## src/rtl/adc_uart_pkg.sv

```systemverilog
// Shared types and helpers for the ADC scan-and-transmit controller.
//   seq_state_t : channel sequencer states (select, convert, transmit, advance)
//   tx_state_t  : UART frame serialiser states
//   parity_bit  : parity of a payload (even or odd sense)
package adc_uart_pkg;

    typedef enum logic [2:0] {
        S_SEL,
        S_SOC,
        S_WAIT,
        S_TAG,
        S_DATA,
        S_NEXT
    } seq_state_t;

    typedef enum logic [2:0] {
        TX_IDLE,
        TX_START,
        TX_DATA,
        TX_PAR,
        TX_STOP
    } tx_state_t;

    // Widest payload the serialiser supports; narrower payloads are zero-extended.
    localparam int MAX_DATA_W = 16;

    // Zero padding does not change the XOR, so any DATA_W up to 16 fits.
    function automatic logic parity_bit(input logic [MAX_DATA_W-1:0] data, input logic odd);
        return (^data) ^ odd;
    endfunction

endpackage

```

## src/rtl/uart_tx_frame.sv

```systemverilog
// UART frame serialiser: start bit, payload MSB first, optional parity, stop bits.
//   clock, reset : rising-edge clock, synchronous active-high reset
//   start        : request a frame (honoured only while idle)
//   payload      : frame payload, captured on an accepted start
//   dsr_ok       : receiver ready; a start with dsr_ok=0 is refused
//   busy         : 1 from the first start-bit clock to the last stop-bit clock
//   done         : 1-cycle pulse in the last clock of the final stop bit
//   line         : serial output, idle high
module uart_tx_frame
    import adc_uart_pkg::*;
#(
    parameter int DATA_W     = 8,
    parameter int BAUD_DIV   = 104,
    parameter int STOP_BITS  = 1,
    parameter int PARITY_EN  = 0,
    parameter int PARITY_ODD = 0
) (
    input  logic              clock,
    input  logic              reset,
    input  logic              start,
    input  logic [DATA_W-1:0] payload,
    input  logic              dsr_ok,
    output logic              busy,
    output logic              done,
    output logic              line
);

    localparam int BAUD_W = $clog2(BAUD_DIV);
    // DATA_W >= 4, so this counter also covers the stop-bit index.
    localparam int BIT_W  = $clog2(DATA_W);

    tx_state_t          state_q, state_d;
    logic [BAUD_W-1:0]  baud_q,  baud_d;
    logic [BIT_W-1:0]   bit_q,   bit_d;
    logic [DATA_W-1:0]  shift_q, shift_d;
    logic               par_q,   par_d;
    logic               baud_last;

    assign baud_last = (baud_q == BAUD_W'(BAUD_DIV - 1));
    assign busy      = (state_q != TX_IDLE);

    // NOTE: sequential state uses non-blocking assignments so every flop samples pre-edge values.
    always_ff @(posedge clock) begin
        if (reset) begin
            state_q <= TX_IDLE;
            baud_q  <= '0;
            bit_q   <= '0;
            shift_q <= '0;
            par_q   <= 1'b0;
        end else begin
            state_q <= state_d;
            baud_q  <= baud_d;
            bit_q   <= bit_d;
            shift_q <= shift_d;
            par_q   <= par_d;
        end
    end

    // NOTE: every output of this block gets a default first, so no path can infer a latch.
    always_comb begin
        state_d = state_q;
        baud_d  = baud_q;
        bit_d   = bit_q;
        shift_d = shift_q;
        par_d   = par_q;
        done    = 1'b0;

        // Baud counter runs only inside a frame and restarts at every bit boundary.
        if (state_q != TX_IDLE) begin
            baud_d = baud_last ? '0 : baud_q + BAUD_W'(1);
        end

        case (state_q)
            TX_IDLE: begin
                if (start && dsr_ok) begin
                    state_d = TX_START;
                    baud_d  = '0;
                    bit_d   = '0;
                    shift_d = payload;
                    par_d   = parity_bit(MAX_DATA_W'(payload), PARITY_ODD != 0);
                end
            end
            TX_START: begin
                if (baud_last) state_d = TX_DATA;
            end
            TX_DATA: begin
                if (baud_last) begin
                    shift_d = shift_q << 1;
                    if (bit_q == BIT_W'(DATA_W - 1)) begin
                        bit_d   = '0;
                        state_d = (PARITY_EN != 0) ? TX_PAR : TX_STOP;
                    end else begin
                        bit_d = bit_q + BIT_W'(1);
                    end
                end
            end
            TX_PAR: begin
                if (baud_last) state_d = TX_STOP;
            end
            TX_STOP: begin
                if (baud_last) begin
                    if (bit_q == BIT_W'(STOP_BITS - 1)) begin
                        done    = 1'b1;
                        state_d = TX_IDLE;
                    end else begin
                        bit_d = bit_q + BIT_W'(1);
                    end
                end
            end
            default: state_d = TX_IDLE;
        endcase
    end

    always_comb begin
        line = 1'b1;
        case (state_q)
            TX_START: line = 1'b0;
            TX_DATA:  line = shift_q[DATA_W-1];
            TX_PAR:   line = par_q;
            default:  line = 1'b1;
        endcase
    end

endmodule

```

## src/rtl/adc_uart_scan_tx.sv

```systemverilog
// ADC scan-and-transmit controller. Steps through NUM_CH mux channels, converts each,
// captures the sample and sends it as a UART frame, optionally preceded by a channel tag.
//   clock, reset : rising-edge clock, synchronous active-high reset
//   eoc, data_in : ADC end-of-conversion and sample
//   dsr          : receiver ready, checked when each frame starts
//   mux_en       : analog mux enable;  canale : selected channel
//   soc          : start of conversion; load_dato : sample-register load pulse
//   add_mpx2     : data frame (not tag frame) in progress
//   data_out     : serial line;  tx_busy : frame on the line
//   error        : sticky; set by timeout or refused frame, cleared by a completed data frame
module adc_uart_scan_tx
    import adc_uart_pkg::*;
#(
    parameter int DATA_W     = 8,
    parameter int NUM_CH     = 8,
    parameter int CH_W       = $clog2(NUM_CH),
    parameter int BAUD_DIV   = 104,
    parameter int STOP_BITS  = 1,
    parameter int PARITY_EN  = 0,
    parameter int PARITY_ODD = 0,
    parameter int TAG_EN     = 1,
    parameter int EOC_TMO    = 1023
) (
    input  logic              clock,
    input  logic              reset,
    input  logic              eoc,
    input  logic [DATA_W-1:0] data_in,
    input  logic              dsr,
    output logic              mux_en,
    output logic [CH_W-1:0]   canale,
    output logic              soc,
    output logic              load_dato,
    output logic              add_mpx2,
    output logic              data_out,
    output logic              tx_busy,
    output logic              error
);

    localparam int TMO_W = $clog2(EOC_TMO + 1);

    seq_state_t         state_q,  state_d;
    logic [CH_W-1:0]    canale_q, canale_d;
    logic [DATA_W-1:0]  sample_q, sample_d;
    logic               error_q,  error_d;
    logic [TMO_W-1:0]   tmo_q,    tmo_d;
    logic               sent_q,   sent_d;   // current frame has been accepted by the serialiser

    logic               mux_en_c;
    logic               tx_start;
    logic [DATA_W-1:0]  tx_payload;
    logic               tx_done;
    logic               err_set;
    logic               err_clr;

    uart_tx_frame #(
        .DATA_W     (DATA_W),
        .BAUD_DIV   (BAUD_DIV),
        .STOP_BITS  (STOP_BITS),
        .PARITY_EN  (PARITY_EN),
        .PARITY_ODD (PARITY_ODD)
    ) u_tx (
        .clock   (clock),
        .reset   (reset),
        .start   (tx_start),
        .payload (tx_payload),
        .dsr_ok  (dsr),
        .busy    (tx_busy),
        .done    (tx_done),
        .line    (data_out)
    );

    always_ff @(posedge clock) begin
        if (reset) begin
            state_q  <= S_SEL;
            canale_q <= '0;
            sample_q <= '0;
            error_q  <= 1'b0;
            tmo_q    <= '0;
            sent_q   <= 1'b0;
        end else begin
            state_q  <= state_d;
            canale_q <= canale_d;
            sample_q <= sample_d;
            error_q  <= error_d;
            tmo_q    <= tmo_d;
            sent_q   <= sent_d;
        end
    end

    always_comb begin
        state_d    = state_q;
        canale_d   = canale_q;
        sample_d   = sample_q;
        tmo_d      = '0;           // timeout count only survives while waiting for eoc
        sent_d     = sent_q;
        mux_en_c   = 1'b0;
        soc        = 1'b0;
        load_dato  = 1'b0;
        add_mpx2   = 1'b0;
        tx_start   = 1'b0;
        tx_payload = sample_q;
        err_set    = 1'b0;
        err_clr    = 1'b0;

        case (state_q)
            S_SEL: begin
                mux_en_c = 1'b1;
                state_d  = S_SOC;
            end
            S_SOC: begin
                mux_en_c = 1'b1;
                soc      = 1'b1;
                state_d  = S_WAIT;
            end
            S_WAIT: begin
                // A sample arriving on the last timeout clock still counts.
                if (eoc) begin
                    load_dato = 1'b1;
                    sample_d  = data_in;
                    state_d   = (TAG_EN != 0) ? S_TAG : S_DATA;
                end else if (tmo_q == TMO_W'(EOC_TMO - 1)) begin
                    err_set = 1'b1;
                    state_d = S_NEXT;
                end else begin
                    mux_en_c = 1'b1;
                    soc      = 1'b1;
                    tmo_d    = tmo_q + TMO_W'(1);
                end
            end
            S_TAG, S_DATA: begin
                add_mpx2 = (state_q == S_DATA);
                if (state_q == S_TAG) tx_payload = DATA_W'(canale_q);
                // One start request on entry; a refused start drops the whole sample.
                if (!sent_q) begin
                    tx_start = 1'b1;
                    if (dsr) begin
                        sent_d = 1'b1;
                    end else begin
                        err_set = 1'b1;
                        state_d = S_NEXT;
                    end
                end else if (tx_done) begin
                    sent_d  = 1'b0;
                    err_clr = (state_q == S_DATA);
                    state_d = (state_q == S_TAG) ? S_DATA : S_NEXT;
                end
            end
            S_NEXT: begin
                canale_d = (canale_q == CH_W'(NUM_CH - 1)) ? '0 : canale_q + CH_W'(1);
                state_d  = S_SEL;
            end
            default: state_d = S_SEL;
        endcase

        // Set has priority over clear when both happen in one cycle.
        if (err_set)      error_d = 1'b1;
        else if (err_clr) error_d = 1'b0;
        else              error_d = error_q;
    end

    // The sequencer idles in S_SEL during reset; keep the mux disabled until reset is released.
    assign mux_en = mux_en_c & ~reset;
    assign canale = canale_q;
    assign error  = error_q;

endmodule

```

## config.mk

```make
export PLATFORM = sky130hd
export DESIGN_NAME = adc_uart_scan_tx
export DESIGN_NICKNAME = d
export VERILOG_FILES = /design/src/rtl/adc_uart_pkg.sv /design/src/rtl/uart_tx_frame.sv /design/src/rtl/adc_uart_scan_tx.sv
export SDC_FILE = /design/constraint.sdc
export NUM_CORES = 1
export LEC_CHECK = 0
export ABC_AREA = 1
export BUFFER_PORTS_ARGS = -buffer_cell sky130_fd_sc_hd__buf_4
export CAP_MARGIN = 20
export CORE_AREA = 8 8 83 85
export CTS_CLUSTER_SIZE = 20
export DETAILED_ROUTE_END_ITERATION = 8
export DIE_AREA = 0 0 91 93
export PLACE_DENSITY = 0.67
export SLEW_MARGIN = 10
export SYNTH_ARGS = -nofsm -noshare
export SYNTH_HDL_FRONTEND = slang
export SYNTH_SLANG_ARGS = --single-unit
```

## constraint.sdc

```tcl
create_clock -name clock -period 1.77 [get_ports clock]
set_input_delay 0.2655 -clock clock [delete_from_list [all_inputs] [get_ports clock]]
set_output_delay 0.2655 -clock clock [all_outputs]
set_load 0.01 [all_outputs]
```

==> results of run 1 <==
[report_power, final]
group | total [mW] | internal [mW] | switching, mW
Combinational | 1.92 | 0.771 | 1.15
Sequential | 1.48 | 1.28 | 0.197
Clock | 0.839 | 0.462 | 0.377
Total | 4.24 | 2.52 | 1.73
[area by class of cell]
type / instances / area [um^2]
Multi-Input combinational cell: 260 / 1470
Fill cell: 574 / 2520
Clock inverter: 2 / 38.8
Sequential cell: 48 / 978
Inverter: 55 / 206
Timing Repair Buffer: 37 / 282
Tap cell: 75 / 93.8
Clock buffer: 6 / 82.6
[cell usage after synthesis (4+ instances only)]
master   count
o21ai_0     21
nor2_1      31
nand2_2      9
inv_2        8
inv_1       47
ha_1         8
xor2_1       5
nand2_1     79
a31oi_1      7
nand4_1      4
a21oi_1     30
dfxtp_1     48
o21ai_1      5
nor2_4       4
nor3_1       5
buf_6        5
nand3_1     27
[per-layer routing]
metal | track usage | part of all wire | vias to the layer above
li1 | - | - | 1271
met1 | 0.154 | 0.48 | 1046
met2 | 0.219 | 0.47 | 30
met3 | 0.0272 | 0.033 | 7
met4 | 0.0491 | 0.014 | 0
met5 | 0 | 0 | -
[state kept, by name, indices dropped and copies added (netlist names)]
| name | flops |
|---|---|
| u_tx.state_q | 3 |
| sample_q | 8 |
| error | 1 |
| u_tx.bit_q | 3 |
| tmo_q | 10 |
| u_tx.par_q | 1 |
| state_q | 3 |
| sent_q | 1 |
| u_tx.baud_q | 7 |
| u_tx.shift_q | 8 |
| canale | 3 |
[logic make-up (layout without fill, tap and decap cells)]
| family | Yosys count | after routing | synth area share |
|---|---|---|---|
| adder cells (fa/ha/maj) | 8 | 8 | 0.0370 |
| flip-flops | 48 | 48 | 0.355 |
| AND/OR/NAND/NOR | 174 | 174 | 0.324 |
| buffers and inverters | 67 | 100 | 0.116 |
| AO/OA/AOI/OAI | 71 | 71 | 0.146 |
| XOR/XNOR | 7 | 7 | 0.0227 |
[worst max-delay path: stages, from the launching register on]
cell     delay [ns]
dfxtp_2        0.36
nand2_1        0.06
inv_1          0.09
nand3_2        0.08
nor2_2         0.13
nand3_2        0.11
nand2_2        0.10
o21ai_1        0.07
buf_4          0.14
[worst paths after layout]
check                                    start       endpoint  slack [ns]  cells past startpoint
worst max-delay path                  tmo_q[5]            soc        0.07                      8
worst min-delay path                data_in[3]    sample_q[3]        0.19                      3
worst max register to register  u_tx.baud_q[1]  u_tx.bit_q[1]        0.21                     10
worst min register to register        tmo_q[0]       tmo_q[0]        0.43                      1
[timing repair]
action                     in CTS  in global routing
gates resized for setup         5                 20
pin swaps                       1                  4
setup endpoints to repair       2                 16
setup buffers                   1                  8
==> summary by stage, run 1 <==
Synth
The fraction of the yosys area taken by sequential cells is 0.355. The share of Yosys cell area claimed by the top area cell type is 0.355. The count of flip-flops with a built-in enable after synthesis is 0. The netlist area before placement is roughly 2700 um^2. For this run, the leading register cell type out of synthesis is dfxtp_1. The Yosys step of the flow raised 0 warnings. The post-synth net total is ~400. The fraction of registers with async set/reset is 0. The number of flip-flops and latches in the synthesized netlist is 48. In the post-synthesis netlist, the biggest area contributors are dfxtp_1, nand2_1, inv_1, a21oi_1, nand3_1. After technology mapping, the gate count stands at between 300 and 400. Yosys mapped the design onto a little over 40 distinct sky130hd cell types. The synthesized area divided by synthesized cell count is 7.22 um^2. The largest area contributor in the synthesized netlist is dfxtp_1.

Setup path
The startpoint class of the critical path is a register. In this run the worst path has a maximum fanout of 3. The worst setup path is of the register to primary output kind. Data on the critical path is required at its endpoint by 1.50 ns.

STA classifies the critical path endpoint as a primary output. Data on the critical path arrives at its endpoint at 1.44 ns.

STA
Setup slack closes at 0.0667 ns. The final-report hold violation count came to 0. The clock skew is 0.0107 ns. The share of the clock period used by the worst path after layout is 0.962. The pin slew with the least headroom to its limit is a little over 0.3 ns.

The worst hold margin is 0.187 ns. The final critical-path required period is approximately 1.7 ns. The final number of max-transition violations was 0. The headroom to the max-slew limit is 0.796.

For this run, the top clock speed supported by timing is 587 MHz. Setup violations remaining at the end of the flow were counted as 0. For the final routed database, the setup TNS stands at 0 ns.

Routing
The number of routed nets with antenna violations is 0. The first detailed-routing pass ran for 4 iterations. The violation count after the first detailed-route iteration is 128. The post-detailed-routing wire length is 5310 um. The via-per-instance ratio is 4.87. In the routed design, unresolved DRC markers number 0. The detailed-route via count is 2354. The final routed wire length divided by cell count is 11.0 um.

Placed design
The cell count after placement is between 400 and 500. After detailed placement, the total cell area comes to 2900 um^2. The count of port buffers added during placement is 21.

The placement-stage worst setup slack is between 0.08 and 0.09 ns. The placer's final routability congestion estimate is 0.811. Once detailed placement completed, the half-perimeter wirelength came to 3910 um.

Pwr
Summing internal, switching and leakage power gives 4.24 mW. The leakage component of the power is 1.35 nW. The peak ir drop on the vdd network is around 0.62 mV.

The power per standard cell area is 1350 nW/um^2.

Floorplanning
The top-level port count is 22. The die span in x is 91 um. The die extent in y is about 93 um.

For this configuration, the core starts out at a cell density of 0.477. The placement row count is 28. The area of the die is roughly 8500 um^2.

The total area inside the core boundary comes to 5680 um^2.

Cells and area
The repair_antennas step left the layout with diodes totalling 0. Measured on the finished design, the core utilization comes to 0.555. Of the cells placed in the final design, the portion with a size suffix greater than 1 is 0.243. The finished cells cover 3150 um^2. The leading cell type in the layout, fill and taps excluded is nand2_1. For this run, the post-layout net count is about 430. The area growth from synthesis to layout is 16.4%. In the layout the commonest cells are nand2_1, inv_1, dfxtp_1, buf_4, a21oi_1. The final non-filler cell total is 483.

Global routing
The total track usage is 0.128. The via count of the first global-routing pass is 2202. The initial antenna violation count is 0.

The first-pass GRT wire length is 9200 um. Entering global routing, the biggest net connects 21 pins. The total congestion overflow is 0.

Clock network
The insertion delay to the later sink of the worst-skew pair is 0.30 ns. No sink is reached through more buffers than the 2 on the longest clock path. The TritonCTS clock tree is yes. The cell at the root of the clock tree is clkbuf_8. The number of H-tree branching levels is 2. TritonCTS created 5 clock buffers. The number of clock sinks is 48. The count of hold-fix buffers inserted at cts is 0. The clock slew seen by the registers of the worst setup and hold paths is 0.09 ns.

Outcome
The run finished with clean final reports.

Min path
The worst hold path belongs to the class primary input to register.

Flow run
Across the run, the number of max-cap violations was 0.
Note: power is estimated with default switching activity, not from simulation.
==> inputs of run 2 (changes only) <==
Settings changed: CORE_AREA 8 8 83 85 to 8 8 89 91, DIE_AREA 0 0 91 93 to 0 0 97 99, PLACE_DENSITY 0.67 to not set.
==> run 2 against run 1 <==
  * First-iteration DRC count is 1.6% lower
  * Flip-flop and latch count stayed put
  * Clock power is 18% lower
  * Critical endpoint is now mux_en
  * Largest power group unchanged
==> summary by stage, run 2 (same netlist as run 1, synthesis figures left out) <==
Outcome
The run finished with clean final reports.

Cells and area
The final non-filler cell total came to 489 (+1.2%). The register with the most flip-flops in the final layout is tmo_q. The flip-flop count of the largest register, all copies and words added is 10 (unchanged).

The signed area change from the synthesized netlist to the final layout is 16.0%. The layout cell share with drive strength beyond 1 was 0.242 (-0.000593). In the final layout, the registers with the most flip-flops are tmo_q (10), sample_q (8), u_tx.shift_q (8). The top cell types in the final layout, fill and taps aside, are nand2_1, inv_1, dfxtp_1, buf_4, a21oi_1. The number of nets in the finished design was 428 (+0.23%). Leaving out fill and tap cells, the most frequent cell in the layout is nand2_1. The final cell utilization of the core came to 0.478 (-0.0772). The antenna cell count came to 0 (unchanged). The finished layout cell area was 3140 um^2 (-0.36%).

Global routing
The total track usage is 0.116 (-0.0124). The via count of the first global-routing pass was 2307 (+4.8%). The first-pass GRT wire length is 9650 um (+4.9%). The largest net degree at the start of global routing was 21 (unchanged). The total congestion overflow is 0 (unchanged).

The initial antenna violation count was 0 (unchanged).

Routing
The via-per-instance ratio is 4.81 (-1.3%). The number of routed nets with antenna violations was 0 (unchanged). The post-detailed-routing wire length is 5430 um (+2.2%). The post-route DRC violation count was 0 (unchanged).

The final routed wire length divided by cell count came to 11.1 um (+0.97%). The detailed-route via count was 2352 (-0.085%). The violation count after the first detailed-route iteration is 126 (-1.6%). The number of iterations in the first detailed-routing pass came to 4 (unchanged).

STA
The worst hold margin is 0.190 ns (+0.00352 ns). The clock skew is 0.00678 ns (-0.00392 ns). The final-report hold violation count is 0 (unchanged). The final critical-path required period is 1.69 ns (-0.0159 ns). The timing-limited maximum frequency is 593 MHz (+0.94%). The final number of max-transition violations came to 0 (unchanged). The pin slew with the least headroom to its limit came to 0.290 ns (-0.0140 ns). The total of endpoints with negative setup slack in the final report is 0 (unchanged).

The headroom to the max-slew limit is 0.805 (+0.00887). The share of the clock period used by the worst path after layout came to 0.953 (-0.00901).

Placed design
The cell count after placement is 471 (+1.1%). The placer's final routability congestion estimate is 0.804 (-0.88%). The count of port buffers added during placement is 21 (unchanged). The total half-perimeter wirelength after legalization and detailed placement came to 4000 um (+2.4%). The cell area reported after detailed placement came to 2910 um^2 (+0.22%).

Pwr
The post-layout total power came to 4.12 mW (-2.9%). The power per standard cell area was 1310 nW/um^2 (-2.5%). The logic gate share of total power is 0.473 (+0.019).

The sequential fraction of design power is 0.360 (+0.012). The switching part of the total power is 0.421 (+0.0143). The total internal power was 2.38 mW (-5.2%). The total net switching power was 1.74 mW (+0.57%). The leakage component of the power is 1.34 nW (-0.74%). The clock share of power is 0.167 (-0.031). The peak ir drop on the vdd network is 0.512 mV (-18%).

Setup path
The startpoint identified for the worst register-to-register timing path is u_tx.baud_q[1]. The required time reported for the critical path endpoint is 1.50 ns (about the same). The endpoint of the worst register-to-register path is u_tx.bit_q[1]. The arrival time of data at the critical path endpoint is 1.42 ns (-0.02 ns). The worst reg-to-reg setup slack is 0.17 ns (-0.04 ns). The startpoint class of the critical path is a register. The type of the worst setup path is register to primary output.

The largest fanout on the critical path is 5 (+2). The type of element capturing the critical path is a primary output. The depth of the worst register-to-register path came to 10 (unchanged).

Min path
The type of the most critical hold path is primary input to register. The depth of the worst hold-timing path is 3 (unchanged). The hold path endpoint is sample_q[3]. The origin of the worst min-delay path is data_in[3].

Clock network
The clock slew seen by the registers of the worst setup and hold paths was 0.09 ns (about the same). The TritonCTS clock tree is yes. The clock tree buffer depth was 2 (unchanged).

The insertion delay to the later sink of the worst-skew pair is 0.30 ns (about the same). The count of hold-fix buffers inserted at cts was 0 (unchanged). The number of H-tree branching levels came to 2 (unchanged). The clock buffer count from CTS came to 5 (unchanged). The number of clock sinks is 48 (unchanged). The cell at the root of the clock tree is clkbuf_8.

Floorplanning
The area of the die is 9600 um^2 (+13%). The top-level port count is 22 (unchanged). The die extent in y was 99 um (+6.5%).

The starting density of the core is 0.412 (-0.0649). The die span in x was 97 um (+6.6%). The placement row count was 30 (+7.1%). The core footprint was 6570 um^2 (+16%).

Flow run
The count of maximum capacitance violations came to 0 (unchanged).
[run 2: worst max-delay path by stage]
stage / start / to / slack (ns) / depth (start not counted)
after detailed placement: u_tx.baud_q[0] / u_tx.state_q[2] / 0.08 / 10
after floorplan: state_q[1] / mux_en / 0.26 / 8
final: tmo_q[0] / mux_en / 0.08 / 8
after global placement: u_tx.baud_q[0] / u_tx.state_q[2] / 0.13 / 10
after CTS: tmo_q[1] / soc / 0.00006 / 7
after global routing: u_tx.baud_q[1] / u_tx.bit_q[0] / -0.04 / 10
[run 2: cell type report]
class                   instances  area, um^2
fillers                       656        3430
inverters                      55         206
repair buffers                 38         285
clock buffers                   7        86.3
clock inverters                 1        7.51
multi-input cells             260        1470
well taps                      80         100
flip-flops and latches         48         981
[run 2: power by group through the flow]
stage               Sequential, mW  Combinational, mW  Clock, mW
floorplan                     1.42               1.48          0
detailed placement            1.50               1.81          0
global placement              1.49               1.79          0
CTS                           1.48               1.87      0.711
finish                        1.48               1.95      0.687
global route                  1.52               2.23      0.749
[run 2: timing repair]
action / in CTS / in global routing
setup endpoints to repair: 2 / 16
endpoints found under the hold margin: 0 / 0
pin swaps: 1 / 6
buffers inserted: 2 / 8
gates resized for setup: 4 / 21
[run 2: per-stage QoR]
step	TNS, ns	setup WS, ns
3_3_place_gp	0	0.126
5_1_grt	-0.118	-0.0365
6_report	0	0.0827
3_5_place_dp	0	0.0755
2_1_floorplan	0	0.259
4_1_cts	0	0.0000557
[run 2: worst max-delay path, stage by stage (launching register included)]
cell and delay [ns]:
dfxtp_4 0.36, inv_1 0.05, ha_1 0.13, nand2_1 0.05
nor2_2 0.10, nand3_2 0.11, nand3_2 0.10, o21ai_1 0.07
buf_4 0.15
[run 2: layer usage]
metal	up-vias	wire [um]	track usage
met4	0	62	0.0426
met3	7	136	0.0280
met2	22	2650	0.200
li1	1273	-	-
met5	-	0	0
met1	1050	2580	0.134
==> inputs of run 3 (changes only) <==
Clock period 1.77 ns to 1.45 ns, I/O delays scaled along.
==> run 3 against run 2 <==
  * Global-route usage rose by 1.3 points
  * Register-to-register slack worse by 0.27 ns
  * Flip-flop and latch count did not move
  * The run now ends with setup timing left
==> summary by stage, run 3 (same netlist as run 1, synthesis figures left out) <==
STA
Setup repair after global routing could not meet its margin everywhere. The final number of max-transition violations came to 0 (unchanged). The setup TNS is -1.09 ns (-1.09 ns). The timing-limited maximum frequency is 611 MHz.

The headroom to the max-slew limit is 0.731 (-0.0737). The final critical-path required period is about 1.6 ns. The final-report hold violation count came to 0 (unchanged).

The share of the clock period used by the worst path after layout is 1.13. The clock skew came to 0.00509 ns (-0.00170 ns). The worst hold margin is 0.112 ns (-0.0779 ns). The total of endpoints with negative setup slack in the final report is 18 (+18).

The pin slew with the least headroom to its limit is 0.399 ns (+0.109 ns). The minimum setup slack in the final design is -0.187 ns (-0.270 ns).

Floorplanning
The core footprint is 6570 um^2 (unchanged). The die extent in y is 99 um (unchanged). The top-level port count is 22 (unchanged). The die span in x was 97 um (unchanged). The starting density of the core is 0.412 (unchanged). The placement row count is 30 (unchanged). The area of the die is 9600 um^2 (unchanged).

Global routing
The initial antenna violation count was 0 (unchanged). The via count of the first global-routing pass is 2415 (+4.7%). The total congestion overflow is 0 (unchanged).

The total track usage is 0.128 (+0.0128). The largest net degree at the start of global routing is 21 (unchanged). The first-pass GRT wire length is 10600 um (+9.6%).

Cells and area
The top cell types in the final layout, fill and taps aside, are buf_4, nand2_1, inv_1, dfxtp_1, nor2_1. The flip-flop count of the largest register, all copies and words added is 10 (unchanged). The register with the most flip-flops is tmo_q. The antenna cell count came to 0 (unchanged). The layout cell share with drive strength beyond 1 is 0.470 (+0.228). The final non-filler cell total is 540 (+10%). The library cell used most frequently in the layout, excluding fill and tap cells, is buf_4. The multi-input combinational cell area came to 1750 um^2 (+19%).

The flip-flop and latch area is 993 um^2 (+1.3%). The number of fill cells in the layout is 567 (-14%). The number of nets in the finished design was 479 (+12%). The signed area change from the synthesized netlist to the final layout is 45.9%. The final cell utilization of the core is 0.601 (+0.123). The largest registers in the layout are tmo_q (10), sample_q (8), u_tx.shift_q (8).

Routing
The detailed-route via count came to 2633 (+12%). The number of routed nets with antenna violations is 0 (unchanged). The via-per-instance ratio came to 4.88 (+1.4%). The post-route DRC violation count is 0 (unchanged). The number of iterations in the first detailed-routing pass is 4 (unchanged). The post-detailed-routing wire length is 6640 um (+22%). The violation count after the first detailed-route iteration is 67 (-47%). The final routed wire length divided by cell count is 12.3 um (+11%).

Clock network
The insertion delay to the later sink of the worst-skew pair is 0.31 ns (about the same). The TritonCTS clock tree is yes. The number of H-tree branching levels is 2 (unchanged). The clock buffer count from CTS is 5 (unchanged).

The clock slew seen by the registers of the worst setup and hold paths is 0.09 ns (about the same). The count of hold-fix buffers inserted at cts is 0 (unchanged). The clock tree buffer depth is 2 (unchanged). The number of clock sinks is 48 (unchanged). The cell at the root of the clock tree is clkbuf_8.

Setup path
The required time reported for the critical path endpoint is 1.23 ns (-0.27 ns). The type of element capturing the critical path is a primary output. The arrival time of data at the critical path endpoint is 1.42 ns (about the same). The depth of the worst register-to-register path was 9 (-1). The type of the worst setup path is register to primary output. The worst setup path is launched from a register. The largest fanout on the critical path was 3 (-2).

Outcome
The run finished, with violations left. The final reports fail on setup timing.

Flow run
The count of maximum capacitance violations is 0 (unchanged).

Pwr
The peak ir drop on the vdd network is 0.803 mV (+57%). The power per standard cell area is 1670 nW/um^2 (+27%). The leakage component of the power is 1.64 nW (+23%).

Min path
The type of the most critical hold path is primary input to register. The depth of the worst hold-timing path was 2 (-1).

Placed design
The placement-stage worst setup slack was -0.0433 ns (-0.119 ns). The cell count after placement is 500 (+6.2%). The total half-perimeter wirelength after legalization and detailed placement came to 4200 um (+4.9%). The count of port buffers added during placement is 21 (unchanged). The placer's final routability congestion estimate is 0.790 (-1.8%).
## run 3: cell count changes in the layout (fill, tap and decap cells not counted), sizes merged
cell    previous run  this run
buf               38        88
clkbuf             7         8
## run 3: timing repair
action | in CTS | in global routing
pin swaps | 20 | 36
setup endpoints to repair | 14 | 34
gates cloned | 0 | 1
setup buffers | 16 | 17
gates resized for setup | 45 | 101
## run 3: critical path, stage by stage, from the launching register on
cell	delay, ns
dfxtp_2	0.33
inv_2	0.06
ha_4	0.12
nand2_1	0.05
nor2_2	0.12
nand3_2	0.12
nand3_2	0.12
o21ai_2	0.05
buf_4	0.14
## run 3: path summary, 6_finish.rpt
check                   start               to  slack (ns)
setup / recovery     tmo_q[0]           mux_en       -0.19
hold / removal          reset       state_q[1]        0.11
setup reg to reg   state_q[0]  u_tx.shift_q[4]       -0.10
hold reg to reg   sample_q[2]      sample_q[2]        0.47
## run 3: layout make-up
type | instances | share of cell area
Clock buffer | 7 | 0.0219
Clock inverter | 1 | 0.00190
Inverter | 55 | 0.0567
Multi-Input combinational cell | 260 | 0.443
Sequential cell | 48 | 0.252
Tap cell | 80 | 0.0254
Timing Repair Buffer | 89 | 0.199
## run 3: where the power goes
group / switching, mW / total (mW) / internal (mW)
sequential: 0.252 / 1.84 / 1.59
combinational: 2.03 / 3.91 / 1.88
clock: 0.460 / 0.848 / 0.388
## run 3: metrics by stage
stage          area [um^2]  total power, mW
2_1_floorplan         2710             3.55
3_3_place_gp          3150             4.34
3_5_place_dp          3150             4.36
4_1_cts               3470             5.69
5_1_grt               3950             7.12
6_report              3950             6.60
## run 3: layer usage
metal,global-route usage,part of all wire,vias up
met5,0,0,-
met4,0.0391,0.016,0
met3,0.0315,0.024,11
met2,0.224,0.52,26
met1,0.150,0.44,1214
li1,-,-,1382
